### src/rtl/alu_rs.sv
// Reservation station in front of the ALU: buffers decoded ops, snoops the ALU/LSB
// result buses to wake operands, and issues the lowest-index ready entry as a registered request.
module alu_rs #(
  parameter int DEPTH  = 8,
  parameter int OP_W   = 6,
  parameter int DATA_W = 32,
  parameter int TAG_W  = 5
) (
  input  logic              clk_in,
  input  logic              rst_in,
  input  logic              rdy_in,
  input  logic              clear,
  input  logic              issue_valid,
  input  logic [OP_W-1:0]   issue_op,
  input  logic [TAG_W-1:0]  issue_rob,
  input  logic              issue_qj_busy,
  input  logic [TAG_W-1:0]  issue_qj,
  input  logic [DATA_W-1:0] issue_vj,
  input  logic              issue_qk_busy,
  input  logic [TAG_W-1:0]  issue_qk,
  input  logic [DATA_W-1:0] issue_vk,
  input  logic              alu_cdb_valid,
  input  logic [TAG_W-1:0]  alu_cdb_rob,
  input  logic [DATA_W-1:0] alu_cdb_val,
  input  logic              lsb_cdb_valid,
  input  logic [TAG_W-1:0]  lsb_cdb_rob,
  input  logic [DATA_W-1:0] lsb_cdb_val,
  output logic              rs_full,
  output logic              alu_status,
  output logic [OP_W-1:0]   alu_op,
  output logic [DATA_W-1:0] alu_rs1,
  output logic [DATA_W-1:0] alu_rs2,
  output logic [TAG_W-1:0]  alu_rob
);

  localparam int IDX_W = $clog2(DEPTH);

  typedef struct packed {
    logic              busy;
    logic [OP_W-1:0]   op;
    logic [TAG_W-1:0]  rob;
    logic              qj_busy;
    logic [TAG_W-1:0]  qj;
    logic [DATA_W-1:0] vj;
    logic              qk_busy;
    logic [TAG_W-1:0]  qk;
    logic [DATA_W-1:0] vk;
  } entry_t;

  entry_t            ent_q [DEPTH];
  entry_t            ent_d [DEPTH];
  logic              status_q;
  logic [OP_W-1:0]   op_q;
  logic [DATA_W-1:0] rs1_q;
  logic [DATA_W-1:0] rs2_q;
  logic [TAG_W-1:0]  rob_q;

  logic              sel_found;
  logic [IDX_W-1:0]  sel_idx;
  logic              free_found;
  logic [IDX_W-1:0]  free_idx;

  // Returns {still_pending, value} for one operand; the ALU bus wins a tie on the same tag.
  function automatic logic [DATA_W:0] snoop(input logic              pend,
                                            input logic [TAG_W-1:0]  tag,
                                            input logic [DATA_W-1:0] val);
    if (pend && alu_cdb_valid && alu_cdb_rob == tag) return {1'b0, alu_cdb_val};
    if (pend && lsb_cdb_valid && lsb_cdb_rob == tag) return {1'b0, lsb_cdb_val};
    return {pend, val};
  endfunction

  always_comb begin
    // NOTE: every variable written here gets a default first, so no path can infer a latch.
    ent_d      = ent_q;
    sel_found  = 1'b0;
    sel_idx    = '0;
    free_found = 1'b0;
    free_idx   = '0;

    for (int i = 0; i < DEPTH; i++) begin
      if (!sel_found && ent_q[i].busy && !ent_q[i].qj_busy && !ent_q[i].qk_busy) begin
        sel_found = 1'b1;
        sel_idx   = IDX_W'(i);
      end
      if (!free_found && !ent_q[i].busy) begin
        free_found = 1'b1;
        free_idx   = IDX_W'(i);
      end
      if (ent_q[i].busy) begin
        {ent_d[i].qj_busy, ent_d[i].vj} = snoop(ent_q[i].qj_busy, ent_q[i].qj, ent_q[i].vj);
        {ent_d[i].qk_busy, ent_d[i].vk} = snoop(ent_q[i].qk_busy, ent_q[i].qk, ent_q[i].vk);
      end
    end

    // Free slot and selected slot come from registered state, so they never coincide.
    if (sel_found) ent_d[sel_idx].busy = 1'b0;

    if (issue_valid && free_found) begin
      ent_d[free_idx].busy = 1'b1;
      ent_d[free_idx].op   = issue_op;
      ent_d[free_idx].rob  = issue_rob;
      ent_d[free_idx].qj   = issue_qj;
      ent_d[free_idx].qk   = issue_qk;
      {ent_d[free_idx].qj_busy, ent_d[free_idx].vj} = snoop(issue_qj_busy, issue_qj, issue_vj);
      {ent_d[free_idx].qk_busy, ent_d[free_idx].vk} = snoop(issue_qk_busy, issue_qk, issue_vk);
    end
  end

  always_ff @(posedge clk_in) begin
    // NOTE: non-blocking assignments keep every register reading start-of-cycle values.
    if (rst_in || clear) begin
      for (int i = 0; i < DEPTH; i++) ent_q[i] <= '0;
      status_q <= 1'b0;
      op_q     <= '0;
      rs1_q    <= '0;
      rs2_q    <= '0;
      rob_q    <= '0;
    end else if (rdy_in) begin
      for (int i = 0; i < DEPTH; i++) ent_q[i] <= ent_d[i];
      status_q <= sel_found;
      if (sel_found) begin
        op_q  <= ent_q[sel_idx].op;
        rs1_q <= ent_q[sel_idx].vj;
        rs2_q <= ent_q[sel_idx].vk;
        rob_q <= ent_q[sel_idx].rob;
      end
    end
  end

  assign rs_full    = ~free_found;
  assign alu_status = status_q;
  assign alu_op     = op_q;
  assign alu_rs1    = rs1_q;
  assign alu_rs2    = rs2_q;
  assign alu_rob    = rob_q;

endmodule

### config.mk
export PLATFORM = sky130hd
export DESIGN_NAME = alu_rs
export DESIGN_NICKNAME = d
export VERILOG_FILES = /design/src/rtl/alu_rs.sv
export SDC_FILE = /design/constraint.sdc
export NUM_CORES = 2
export LEC_CHECK = 0
export ABC_AREA = 0
export CAP_MARGIN = 20
export CORE_MARGIN = 4
export CORE_UTILIZATION = 28
export DETAILED_ROUTE_END_ITERATION = 10
export GPL_TIMING_DRIVEN = 0
export SLEW_MARGIN = 5
export SYNTH_ARGS = -nofsm -noshare
export SYNTH_HDL_FRONTEND = slang
export SYNTH_SLANG_ARGS = --single-unit
### constraint.sdc
create_clock -name clk_in -period 6.15 [get_ports clk_in]
set_input_delay 1.845 -clock clk_in [delete_from_list [all_inputs] [get_ports clk_in]]
set_output_delay 1.845 -clock clk_in [all_outputs]
set_load 0.01 [all_outputs]
==> metrics <==
commonest cells after routing, fill and taps aside=dfxtp_1 (780), nand2_1 (644), clkbuf_1 (546), a21oi_1 (493), nor2_1 (382); Post-synth EDFFs=0; initial antenna violation count=33; async set or reset register ratio after synthesis=0%; Setup crit end kind=output pin; dpl ws=51.75 ps; Root Buffer=clkbuf_16; drc violations=0; Synth-to-Final Area Change=19.80%; worst reg-to-reg setup slack=1860 ps; RSZ-0062 raised after global routing=false; # IOs=245; CTS Hold Buffers Added=0; vias per cell=6.715; CP Launch Type=flip-flop; fmax=162.7 MHz; Pwr Total=13.13 mW; Primary FF master, synth=dfxtp_1; clk buf depth=3; max cap viols=0; hold endpoint=ent_q[77]; crit path DAT=4300 ps; Layout Utilization=33.86%; drt total wl=338400 µm; worst hold path type=reg2reg; placed cells=8240; DR iter-0 viols=9770; Worst Path Required=4300 ps; Tcrit/Tclk final=99.91%; worst r2r src=ent_q[387]; Post-Synth XOR/XNOR Area=3.389%; DR vias=56.89k; min cycle time layout=6145 ps; hold depth=2; gp weighted congestion=1.080; clock-pin transition on the worst setup and hold timing paths=60 ps; power per cell area=234.5 nW/µm²; VDD IR-drop max=0.2271 mV; DRT Pass-1 Iters=10; CTS sink cnt=780; Yosys reg bits=780; vias in the first global route=52.49k; mean post-synth cell area=8.035 µm²; DIE HEIGHT=416.5 µm; Slew headroom=7.557%; WL per Instance=39.94 µm; endpoints failing setup=0; die area=173500 µm²; Synth Area in Simple Gates=13.43%; core area=165400 µm²; Setup WS post-layout=5.294 ps; hold_sp=ent_q[77]; outcome=finished clean; total grt overflow=0; Num CTS Buffers=97; first-pass GRT wire length=448400 µm; final setup TNS=0 ps; Post-Syn Area=46730 µm²; Final Net Count=6344; Worst Reg2Reg Path Length in Cells=8; crit path kind=reg2out; fin cells=8471; Worst Clk Skew=63.43 ps; FP Rows=149; Syn Inst Count=5816; # H-tree levels=3; CTS tree=yes; Die X-Extent=416.5 µm; GRT Util Overall=37.00%; final slew viol count=0; dpl hpwl=254500 µm; Starting Density=28.26%; buffers added on ports=176; Pleak=20.57 nW; Synth Warn #=0; Tightest Pin Transition=1379 ps; sequential element share of the synthesized area=33.41%; compound-gate portion of the synthesized area=35.08%; pin count of the biggest net entering global routing=15; critical path peak fanout=10; Worst-Skew Late Latency=790 ps; Final Hold Vio Count=0; syn_nets=5984; remaining antenna violation count=0; commonest non-fill, non-tap cell in the layout=dfxtp_1; layout cells sized above 1=10.79%; Cell variety after synth=70; main combinational cell family by area after synthesis=compound AO/OA/AOI/OAI gates; multiplexer area fraction after synthesis=7.756%; Post-Synth Adder-Cell Area=0%; R2R Path End=ent_q[352]
-- worst max-delay path, stage by stage (launching register included) --
cell and delay, ps:
dfxtp_1 760, clkbuf_2 600, clkbuf_1 500, buf_2 450
nand3_1 150, nor3_2 400, clkdlybuf4s50_1 640
-- stage by stage --
step	area [µm²]	hold WS, ps
6_report	55990	449.1
5_1_grt	55940	464.0
4_1_cts	55600	450.3
3_5_place_dp	52140	443.2
3_3_place_gp	51230	438.1
2_1_floorplan	46730	431.2
-- sequential cells by signal (all words and copies together), names as in the netlist --
signal / flops
alu_op: 6
alu_rob: 5
alu_rs1: 32
alu_rs2: 32
alu_status: 1
ent_q: 704
-- power breakdown --
group          total (mW)  switching (mW)  internal (mW)
clock network        6.49            2.77           3.72
registers            5.13          0.0378           5.09
logic                1.51            1.12          0.390
-- metal layers --
metal / GRT usage (%) / up-vias / routed length [µm]
li1: - / 22720 / -
met1: 43.00 / 27590 / 121400
met2: 53.61 / 5079 / 138500
met3: 14.05 / 1493 / 44550
met4: 30.96 / 4 / 33880
met5: 0.2779 / - / 24
-- logic make-up (layout without fill, tap and decap cells) --
logic type,after synthesis,count (layout)
muxes,362,362
AOI/OAI and AO/OA,2305,2305
xor gates and xnor gates,180,180
other,0,24
buffers and inverters,764,1206
DFF,780,780
and+or+nand+nor,1425,1425
-- Yosys cell counts (74+ instances only) --
cell / instances / share of area (%)
nor2_1: 391 / 3.1
a31oi_1: 123 / 1.6
nor3_1: 87 / 0.93
xnor2_1: 104 / 1.9
a21oi_1: 501 / 5.4
xor2_1: 75 / 1.4
o221a_2: 170 / 4.1
o21ai_0: 351 / 3.8
mux2i_1: 361 / 7.7
dfxtp_1: 780 / 33
o221a_1: 97 / 2.3
a22oi_1: 151 / 2.4
o221ai_1: 123 / 2.3
and3_1: 88 / 1.2
buf_2: 88 / 0.94
clkbuf_1: 545 / 4.4
o22ai_1: 264 / 3.5
o21ai_1: 74 / 0.79
nand2_1: 644 / 5.2
-- cell type report --
cell class	count	area [µm²]
fillers	17410	109400
multi-input cells	4272	27970
flip-flops and latches	780	15620
plain buffers	720	3094
repair buffers	261	2893
clock buffers	132	2769
well taps	2189	2739
clock inverters	49	683.2
inverters	44	165.2
diodes	24	60.06
-- how the worst max path moves through the flow --
stage               depth (start not counted)         end      startpoint  slack, ps
finish                                      6     rs_full       ent_q[87]          5
global route                                6     rs_full       ent_q[87]        160
CTS                                         6     rs_full       ent_q[87]         90
detailed placement                          7  ent_q[534]          rdy_in         50
global placement                            8  ent_q[155]          rdy_in      -1650
floorplan                                  11  ent_q[543]  lsb_cdb_rob[3]       2320
-- repair_timing --
action	in CTS	in global routing
setup buffers	0	0
gates resized for setup	2	1
setup endpoints to repair	1	1
Note: power is estimated with default switching activity, not from simulation.
